**src/rtl/axi_grid_pkg.sv**
```systemverilog
// Shared types and helpers for AXI-grid arbiters: default flit width,
// the arbiter state encoding and the pointer-width helper.
package axi_grid_pkg;

  localparam int unsigned FLIT_W_DEF = 64;

  typedef enum logic {
    ARB_IDLE = 1'b0,
    ARB_LOCK = 1'b1
  } arb_state_e;

  // Index width for n requesters; never below one bit so ports stay legal.
  function automatic int unsigned ptr_w(input int unsigned n);
    return (n > 1) ? $clog2(n) : 1;
  endfunction

endpackage

```
**src/rtl/axi_grid_rr_pick.sv**
```systemverilog
// Combinational round-robin picker: first requester at or after i_ptr,
// wrapping to index 0, as one-hot grant plus binary index.
module axi_grid_rr_pick
  import axi_grid_pkg::*;
#(
  parameter  int unsigned N  = 4,
  localparam int unsigned PW = ptr_w(N)
) (
  input  logic [N-1:0]  i_req,
  input  logic [PW-1:0] i_ptr,
  output logic [N-1:0]  o_gnt,
  output logic [PW-1:0] o_idx,
  output logic          o_any
);

  logic          w_hi_any;
  logic [PW-1:0] w_hi_idx;
  logic [PW-1:0] w_lo_idx;

  // NOTE: every variable gets a default before the loop so no path leaves it
  // unassigned; otherwise synthesis infers a latch.
  always_comb begin
    w_hi_any = 1'b0;
    w_hi_idx = '0;
    w_lo_idx = '0;
    o_any    = 1'b0;
    // Descending scan so the lowest qualifying index is the last one written.
    for (int i = N - 1; i >= 0; i--) begin
      if (i_req[i]) begin
        o_any    = 1'b1;
        w_lo_idx = PW'(i);
        if (PW'(i) >= i_ptr) begin
          w_hi_any = 1'b1;
          w_hi_idx = PW'(i);
        end
      end
    end
    o_idx = w_hi_any ? w_hi_idx : w_lo_idx;
    o_gnt = '0;
    for (int i = 0; i < N; i++) begin
      o_gnt[i] = o_any && (o_idx == PW'(i));
    end
  end

endmodule

```
**src/rtl/axi_grid_inj_arb.sv**
```systemverilog
// Packet-locked round-robin arbiter sharing one grid injection port among
// NUM_SRC flit sources; zero-latency mux, registered lock and pointer.
module axi_grid_inj_arb
  import axi_grid_pkg::*;
#(
  parameter int unsigned NUM_SRC = 4,
  parameter int unsigned FLIT_W  = FLIT_W_DEF
) (
  input  logic                            clk_i,
  input  logic                            arst_ni,
  input  logic [NUM_SRC-1:0]              src_valid_i,
  output logic [NUM_SRC-1:0]              src_ready_o,
  input  logic [NUM_SRC-1:0][FLIT_W-1:0]  src_flit_i,
  input  logic [NUM_SRC-1:0]              src_last_i,
  output logic                            dst_valid_o,
  input  logic                            dst_ready_i,
  output logic [FLIT_W-1:0]               dst_flit_o,
  output logic                            dst_last_o,
  output logic [NUM_SRC-1:0]              grant_o,
  output logic                            busy_o
);

  localparam int unsigned      PTR_W    = ptr_w(NUM_SRC);
  localparam logic [PTR_W-1:0] LAST_IDX = PTR_W'(NUM_SRC - 1);

  arb_state_e       r_state;
  logic [PTR_W-1:0] r_lock_idx;
  logic [PTR_W-1:0] r_rr_ptr;
  logic             r_busy;

  logic [NUM_SRC-1:0] w_pick_gnt;
  logic [PTR_W-1:0]   w_pick_idx;
  logic               w_pick_any;
  logic               w_lock;
  logic [PTR_W-1:0]   w_gidx;
  logic               w_fire_last;
  logic [PTR_W-1:0]   w_next_ptr;

  axi_grid_rr_pick #(.N(NUM_SRC)) u_pick (
    .i_req (src_valid_i),
    .i_ptr (r_rr_ptr),
    .o_gnt (w_pick_gnt),
    .o_idx (w_pick_idx),
    .o_any (w_pick_any)
  );

  assign w_lock = (r_state == ARB_LOCK);
  assign w_gidx = w_lock ? r_lock_idx : w_pick_idx;

  // While locked the grant stays on lock_idx even if its valid drops.
  always_comb begin
    grant_o     = '0;
    dst_flit_o  = '0;
    dst_last_o  = 1'b0;
    dst_valid_o = 1'b0;
    for (int i = 0; i < NUM_SRC; i++) begin
      grant_o[i] = w_lock ? (r_lock_idx == PTR_W'(i)) : w_pick_gnt[i];
      if (grant_o[i]) begin
        dst_flit_o  = src_flit_i[i];
        dst_last_o  = src_last_i[i];
        dst_valid_o = src_valid_i[i];
      end
    end
  end

  assign src_ready_o = grant_o & {NUM_SRC{dst_ready_i}};
  assign w_fire_last = dst_valid_o & dst_ready_i & dst_last_o;
  assign w_next_ptr  = (w_gidx == LAST_IDX) ? '0 : w_gidx + PTR_W'(1);
  assign busy_o      = r_busy;

  // NOTE: sequential state uses non-blocking assignments so every register
  // samples pre-edge values regardless of statement order.
  always_ff @(posedge clk_i or negedge arst_ni) begin
    if (!arst_ni) begin
      r_state    <= ARB_IDLE;
      r_lock_idx <= '0;
      r_rr_ptr   <= '0;
      r_busy     <= 1'b0;
    end else begin
      case (r_state)
        ARB_IDLE: begin
          if (w_pick_any) begin
            if (w_fire_last) begin
              r_rr_ptr <= w_next_ptr;
            end else begin
              r_state    <= ARB_LOCK;
              r_lock_idx <= w_pick_idx;
              r_busy     <= 1'b1;
            end
          end
        end
        ARB_LOCK: begin
          if (w_fire_last) begin
            r_state  <= ARB_IDLE;
            r_rr_ptr <= w_next_ptr;
            r_busy   <= 1'b0;
          end
        end
        default: begin
          r_state <= ARB_IDLE;
          r_busy  <= 1'b0;
        end
      endcase
    end
  end

endmodule

```
**config.mk**
```make
export PLATFORM = sky130hd
export DESIGN_NAME = axi_grid_inj_arb
export DESIGN_NICKNAME = d
export VERILOG_FILES = /design/src/rtl/axi_grid_pkg.sv /design/src/rtl/axi_grid_rr_pick.sv /design/src/rtl/axi_grid_inj_arb.sv
export SDC_FILE = /design/constraint.sdc
export NUM_CORES = 1
export LEC_CHECK = 0
export CORE_AREA = 2 2 132 134
export DETAILED_ROUTE_END_ITERATION = 7
export DIE_AREA = 0 0 134 136
export GPL_TIMING_DRIVEN = 1
export PLACE_DENSITY = 0.51
export SLEW_MARGIN = 15
export SYNTH_ARGS = -nofsm -noshare
export SYNTH_HDL_FRONTEND = slang
export SYNTH_SLANG_ARGS = --single-unit
```
**constraint.sdc**
```tcl
create_clock -name clk_i -period 2.8 [get_ports clk_i]
set_input_delay 0.28 -clock clk_i [delete_from_list [all_inputs] [get_ports clk_i]]
set_output_delay 0.28 -clock clk_i [all_outputs]
set_load 0.01 [all_outputs]
```
# Word-level counts from Yosys, hierarchy flattened
# Index checks and enable logic that the tools add are counted.
dict set report classes {
  n_addsub 1
  n_lt_le_gt_ge 4
  eq_ne 10
  muxes 53
  n_bitwise 5
  n_reduce_logical 8
}
# operator n
set op_table {}
lappend op_table {{2-to-1 mux 64 bit} 4}
lappend op_table {{2-to-1 mux 2 bit} 17}
lappend op_table {{2-to-1 mux 1 bit} 29}
lappend op_table {{equality test 2 bit (second input constant)} 5}
lappend op_table {{AND reduction 3 bit} 2}
lappend op_table {{bitwise AND 4 bit} 1}
lappend op_table {{equality test 2 x 1 -> 1 bit (second input constant)} 2}
lappend op_table {{>= comparator 1 x 2 -> 1 bit (first input constant)} 2}
lappend op_table {{>= comparator 2 bit (first input constant)} 2}
lappend op_table {{logical AND 1 bit} 4}
lappend op_table {{zero test 2 bit} 2}
lappend op_table {{inequality test 2 x 1 -> 1 bit (second input constant)} 2}
lappend op_table {{case mux 1 bit (2 select lines)} 2}
lappend op_table {{case mux 2 bit (2 select lines)} 1}
lappend op_table {{adder 2 x 1 -> 2 bit (second input constant)} 1}
lappend op_table {{bitwise AND 1 bit} 2}
lappend op_table {{inequality test 2 bit (second input constant)} 1}
lappend op_table {{inverter 1 bit} 2}
dict set report totals {
  ff_bits 6
  word_cells 85
}

# Logic depth before layout (Yosys ltp)
# Gate-level depths: netlist (run 1).
dict set report logic_depth {
  word_depth 22
  depth_mapped 12
  depth_no_buf 11
}

# By module
# A second synthesis (run 1) with hierarchy kept.
dict set report hier_totals {
  cells_unflattened 397
  area_unflattened_um2 2835.2
}
# module instances cells_per_inst area_each_um2 seq_area_each_um2
set by_module_without_submodules {}
lappend by_module_without_submodules {axi_grid_inj_arb 1 360 2605.0 150.1}
lappend by_module_without_submodules {axi_grid_rr_pick 1 37 230.2 0.0}

# Least setup slack after synthesis (run 1)
# No wires, ideal clock.
dict set report synth_path {
  path_type {reg-to-reg}
  startpoint {reg r_rr_ptr[1]}
  endpoint {reg r_lock_idx[1]}
  arrival_time_ns 2.172
  slack_ns 0.504
  stages_incl_launch_ff 11
  n_path_buf 0
  synth_period_minus_slack_ns 2.296
  cell_sequence {dfrtp_1 nand2b_2 o22ai_1 a2111o_1 o211ai_1 nand4_2 a22oi_4 inv_1 ha_1 nand2_1 mux2_2}
}
dict set report synth_via {
  elab_chain_len 21
  word_cells_on_any_way 45
}
# element line
set synth_rtl {}
lappend synth_rtl {{from (decl)} axi_grid_inj_arb.sv:28} ;# logic [PTR_W-1:0] r_rr_ptr;
lappend synth_rtl {{from (signal assigned)} axi_grid_inj_arb.sv:84} ;# r_rr_ptr <= w_next_ptr;
lappend synth_rtl {{from (signal assigned)} axi_grid_inj_arb.sv:95} ;# r_rr_ptr <= w_next_ptr;
lappend synth_rtl {{>= comparator 2 bit} axi_grid_rr_pick.sv:32} ;# if (PW'(i) >= i_ptr) begin
lappend synth_rtl {{2-to-1 mux 2 bit / 2-to-1 mux 1 bit (equally long branches)} axi_grid_rr_pick.sv:32}
lappend synth_rtl {{2-to-1 mux 2 bit / 2-to-1 mux 1 bit (equally long branches)} axi_grid_rr_pick.sv:29} ;# if (i_req[i]) begin
lappend synth_rtl {{2-to-1 mux 2 bit / 2-to-1 mux 1 bit (equally long branches)} axi_grid_rr_pick.sv:32}
lappend synth_rtl {{2-to-1 mux 2 bit / 2-to-1 mux 1 bit (equally long branches)} axi_grid_rr_pick.sv:29}
lappend synth_rtl {{2-to-1 mux 2 bit / 2-to-1 mux 1 bit (equally long branches)} axi_grid_rr_pick.sv:32}
lappend synth_rtl {{2-to-1 mux 2 bit / 2-to-1 mux 1 bit (equally long branches)} axi_grid_rr_pick.sv:29}
lappend synth_rtl {{2-to-1 mux 2 bit / 2-to-1 mux 1 bit (equally long branches)} axi_grid_rr_pick.sv:32}
lappend synth_rtl {{2-to-1 mux 2 bit / 2-to-1 mux 1 bit (equally long branches)} axi_grid_rr_pick.sv:29}
lappend synth_rtl {{2-to-1 mux 2 bit (*)} axi_grid_rr_pick.sv:38} ;# o_idx = w_hi_any ? w_hi_idx : w_lo_idx;
lappend synth_rtl {{zero test 2 bit} axi_grid_rr_pick.sv:41} ;# o_gnt[i] = o_any && (o_idx == PW'(i));
lappend synth_rtl {{logical AND 1 bit} axi_grid_rr_pick.sv:41}
lappend synth_rtl {{2-to-1 mux 1 bit} axi_grid_inj_arb.sv:57} ;# grant_o[i] = w_lock ? (r_lock_idx == PTR_W'(i)) : w_pick_gnt[i];
lappend synth_rtl {{2-to-1 mux 1 bit (4 in series)} axi_grid_inj_arb.sv:58} ;# if (grant_o[i]) begin
lappend synth_rtl {{bitwise AND 1 bit (2 in series)} axi_grid_inj_arb.sv:67} ;# assign w_fire_last = dst_valid_o & dst_ready_i & dst_last_o;
lappend synth_rtl {{inverter 1 bit (no source line)} -}
lappend synth_rtl {{AND reduction 3 bit (no source line)} -}
lappend synth_rtl {{to (signal assigned)} axi_grid_inj_arb.sv:87} ;# r_lock_idx <= w_pick_idx;
lappend synth_rtl {{to (decl)} axi_grid_inj_arb.sv:27} ;# logic [PTR_W-1:0] r_lock_idx;
# Mark *: on every way between the ends. The rest lies on a longest branch, timed or not.
# A chain may end at the register's enable or synchronous reset.

# Worst setup path after layout (run 1)
dict set report layout_path {
  startpoint {reg r_rr_ptr[1]}
  endpoint {out dst_flit_o[47]}
}
dict set report layout_via {
  elab_chain_len 17
  word_cells_on_any_way 37
}
# element line
set layout_rtl {}
lappend layout_rtl {{>= comparator 2 bit} axi_grid_rr_pick.sv:32}
lappend layout_rtl {{2-to-1 mux 2 bit / 2-to-1 mux 1 bit (equally long branches)} axi_grid_rr_pick.sv:32}
lappend layout_rtl {{2-to-1 mux 2 bit / 2-to-1 mux 1 bit (equally long branches)} axi_grid_rr_pick.sv:29}
lappend layout_rtl {{2-to-1 mux 2 bit / 2-to-1 mux 1 bit (equally long branches)} axi_grid_rr_pick.sv:32}
lappend layout_rtl {{2-to-1 mux 2 bit / 2-to-1 mux 1 bit (equally long branches)} axi_grid_rr_pick.sv:29}
lappend layout_rtl {{2-to-1 mux 2 bit / 2-to-1 mux 1 bit (equally long branches)} axi_grid_rr_pick.sv:32}
lappend layout_rtl {{2-to-1 mux 2 bit / 2-to-1 mux 1 bit (equally long branches)} axi_grid_rr_pick.sv:29}
lappend layout_rtl {{2-to-1 mux 2 bit / 2-to-1 mux 1 bit (equally long branches)} axi_grid_rr_pick.sv:32}
lappend layout_rtl {{2-to-1 mux 2 bit / 2-to-1 mux 1 bit (equally long branches)} axi_grid_rr_pick.sv:29}
lappend layout_rtl {{2-to-1 mux 2 bit (*)} axi_grid_rr_pick.sv:38}
lappend layout_rtl {{zero test 2 bit} axi_grid_rr_pick.sv:41}
lappend layout_rtl {{logical AND 1 bit} axi_grid_rr_pick.sv:41}
lappend layout_rtl {{2-to-1 mux 1 bit} axi_grid_inj_arb.sv:57}
lappend layout_rtl {{2-to-1 mux 64 bit (3 in series)} axi_grid_inj_arb.sv:58}
lappend layout_rtl {{2-to-1 mux 64 bit (*)} axi_grid_inj_arb.sv:58}
lappend layout_rtl {{to (decl)} axi_grid_inj_arb.sv:17} ;# output logic [FLIT_W-1:0] dst_flit_o,
# Marked as above.

==> flow_summary.json, run 1 <==
{
  "outcome": "finished, violations left",
  "violations": "negative setup slack",
  "drv_slew": 0,
  "core_sq_um": 16900,
  "cts_buffers": 3,
  "clock_sinks": 6,
  "gp_congestion": 0.854,
  "synthSimpleGateAreaFrac_pct": 34.1,
  "path_cells": "and3b_2 > a2111o_1 > o22ai_4 > buf_12 > a222oi_1 > nand2_1 > clkdlybuf4s50_1",
  "slowest_delay_ps": 560,
  "grt_usage_pct": 15.6,
  "synth_edf_count": 0,
  "worst_pin_slew_ps": 374,
  "fp-row-count": 48,
  "cp-end-kind": "output pin",
  "final_util_pct": 36.0,
  "ant_nets": 0,
  "whs_ps": 295,
  "worstSkewPairLatency_ps": 230,
  "drc": 0,
  "fin_crit_ps": 2870,
  "cp_max_fo": 8,
  "crit_type": "flip-flop to output pin",
  "pre_cts_ws_ps": -281,
  "cp_slowest_cell": "clkdlybuf4s50_1",
  "clock_skew_ps": 0.705,
  "setup_viol_count_final": 5,
  "grt_overflow_total": 0,
  "timing.final.ws_setup_ps": -69.6,
  "multi_input_area_sq_um": 1680,
  "grt_pass1_vias": 3994,
  "port_buffers": 341,
  "nets": 937,
  "viasPerCell": 4.58,
  "synthFlopType": "dfrtp_1",
  "rsz0062_at_grt": "true",
  "synth.area.mux_share_pct": 3.43,
  "drive_above_1_share_pct": 17.7,
  "io_pins": 342,
  "ys_ff_latch": 6,
  "p_leak_uw": 0.00268,
  "synth_top_family_by_area": "compound AO/OA/AOI/OAI gates",
  "relSlewSlack_pct": 75.1,
  "fmax_mhz": 348,
  "seq_area_frac_synth_pct": 7.77,
  "syn_nets": 569,
  "cts.htree.levels": 1,
  "synth-compound-area-share_pct": 45.2,
  "clk_path_buf_depth": 2,
  "synth_cell_type_count": 39,
  "crit_arrival_ps": 2590,
  "synth_xor_area_share_pct": 0,
  "fin_area_sq_um": 6080,
  "powerDensity_nw_per_um2": 1050,
  "synth_warnings": 0,
  "grt_max_degree": 33,
  "hold_path_class": "primary input to asynchronous set/reset pin",
  "fill_cells": 1728,
  "clkSlewWorstSetupHoldPaths_ps": 30,
  "async_reset_ff_share_pct": 100,
  "grt_pass1_wl_um": 22300,
  "antenna_found_initial": 0,
  "peakVddDrop_uv": 470,
  "syn_area_per_cell_sq_um": 6.42,
  "hold_viol_final": 0,
  "placedInstanceArea_sq_um": 5870,
  "min_period_over_period_pct": 102,
  "regArea_sq_um": 153,
  "wl_per_cell_um": 17.9,
  "start_kind": "flip-flop",
  "cts_tree": "done",
  "synthAdderAreaFrac_pct": 0.648,
  "die_area_sq_um": 18200,
  "synth.cell_area_sq_um": 1930,
  "maxCapViolCount": 0,
  "diodes": 0,
  "num_vias": 4085,
  "die_h_um": 136,
  "synth_cells": 301,
  "area_delta_synth_final_pct": 215,
  "worst_ep_required_time_ps": 2520,
  "place_hpwl_um": 12300,
  "wl_um": 16000,
  "die_x_um": 134,
  "drt_pass1_iterations": 6,
  "drt_iter0_drc": 407,
  "initial_core_util_pct": 11.4,
  "cts-root-buf": "clkbuf_16"
}
==> critical path: cells and delay by family (launching register included) <==
family	cells	cell delay [ps]
buf+inv	2	730
compound gates	3	870
flops	1	440
simple gates	2	310
==> cells by family (layout without fill, tap and decap cells) <==
logic type | after synthesis | after routing
simple gates | 161 | 161
flops | 6 | 6
buf+inv | 36 | 402
compound gates | 91 | 91
fa+ha+maj | 1 | 1
mux | 6 | 6
==> path summary, 6_finish.rpt <==
kind | slack (ps) | endpoint | startpoint | depth (start not counted)
worst max-delay path | -70 | dst_flit_o[47] | r_rr_ptr[1]$_DFFE_PN0P_ | 7
min in group clk_i | 550 | busy_o$_DFFE_PN0P_ | busy_o$_DFFE_PN0P_ | 2
worst max register to register | 110 | r_lock_idx[1]$_DFFE_PN0P_ | r_rr_ptr[0]$_DFFE_PN0P_ | 13
max in group asynchronous | 2270 | r_rr_ptr[1]$_DFFE_PN0P_ | arst_ni | 1
worst min register to register | 550 | busy_o$_DFFE_PN0P_ | busy_o$_DFFE_PN0P_ | 2
worst min-delay path | 300 | busy_o$_DFFE_PN0P_ | arst_ni | 1
==> layout by cell type, fill, tap and decap left out, types with 4 or more instances in the layout <==
master and instances:
and2_1 4, buf_12 10, a222oi_1 64, nor2_1 5, o21ai_0 4, buf_6 13
nand3_1 5, nand2_1 136, dlygate4sd2_1 8, buf_4 29, buf_2 18, clkdlybuf4s50_1 269
dfrtp_1 4, dlymetal6s2s_1 8, clkdlybuf4s15_1 14, buf_16 4, a21o_1 4, inv_1 6
clkbuf_2 19
==> routing by layer <==
metal  global-route usage (%)  wire (um)  vias to the layer above
met3                     2.87       1250                       15
met5                        0          0                        -
met1                     17.8       6000                     1897
met2                     29.8       8440                      248
li1                         -          -                     1925
met4                     4.08        261                        0
==> power breakdown <==
part,internal [uW],switching [uW],leakage [uW]
Sequential,135,71.4,0.0000672
Combinational,3050,2890,0.00258
Clock,183,47.0,0.0000370
Total,3370,3000,0.00268
==> what timing repair did <==
| item | 4_1_cts | 5_1_grt |
|---|---|---|
| hold buffers | 0 | 0 |
| setup buffers | 5 | 15 |
| cloned | 4 | 0 |
| endpoints found under the setup margin | 73 | 60 |
| gates resized for setup | 110 | 112 |
| pin swaps | 11 | 18 |
==> flip-flops by register name (all words and copies together), names as in the netlist <==
name and cells:
busy_o 1, r_rr_ptr 2, r_state 1, r_lock_idx 2
==> stage by stage <==
step	TNS (ps)	instances	total power [uW]
2_1_floorplan	0	301	2790
3_3_place_gp	-16890	868	6070
3_5_place_dp	-16700	868	6060
4_1_cts	-906	880	6410
5_1_grt	-1150	892	6830
6_report	-251	892	6370
==> area by class of cell <==
class / count / share of cell area (%)
Inverter: 6 / 0.370
Timing Repair Buffer: 393 / 63.7
Clock buffer: 3 / 1.23
Sequential cell: 6 / 2.51
Multi-Input combinational cell: 259 / 27.6
Tap cell: 225 / 4.63
==> cell usage after synthesis (3+ instances only) <==
master	count	share of area [%]
dfrtp_1	6	7.8
buf_2	14	3.6
clkbuf_1	9	1.7
o22ai_2	3	1.9
nand3_1	5	1.3
buf_4	5	1.9
o21ai_0	4	1.0
and2_1	4	1.3
a21o_1	4	1.6
nand2_1	137	27
mux2i_1	4	2.1
a222oi_1	64	33
inv_1	6	1.2
nor2_1	5	0.97
a21oi_1	4	1.0
(Power assumes the default switching activity.)
==> inputs of run 2 (changes only) <==
CAP_MARGIN = 25   (was unset)
==> results of run 2 <==
Final layout, timing and power as in run 1 (identical DEF).
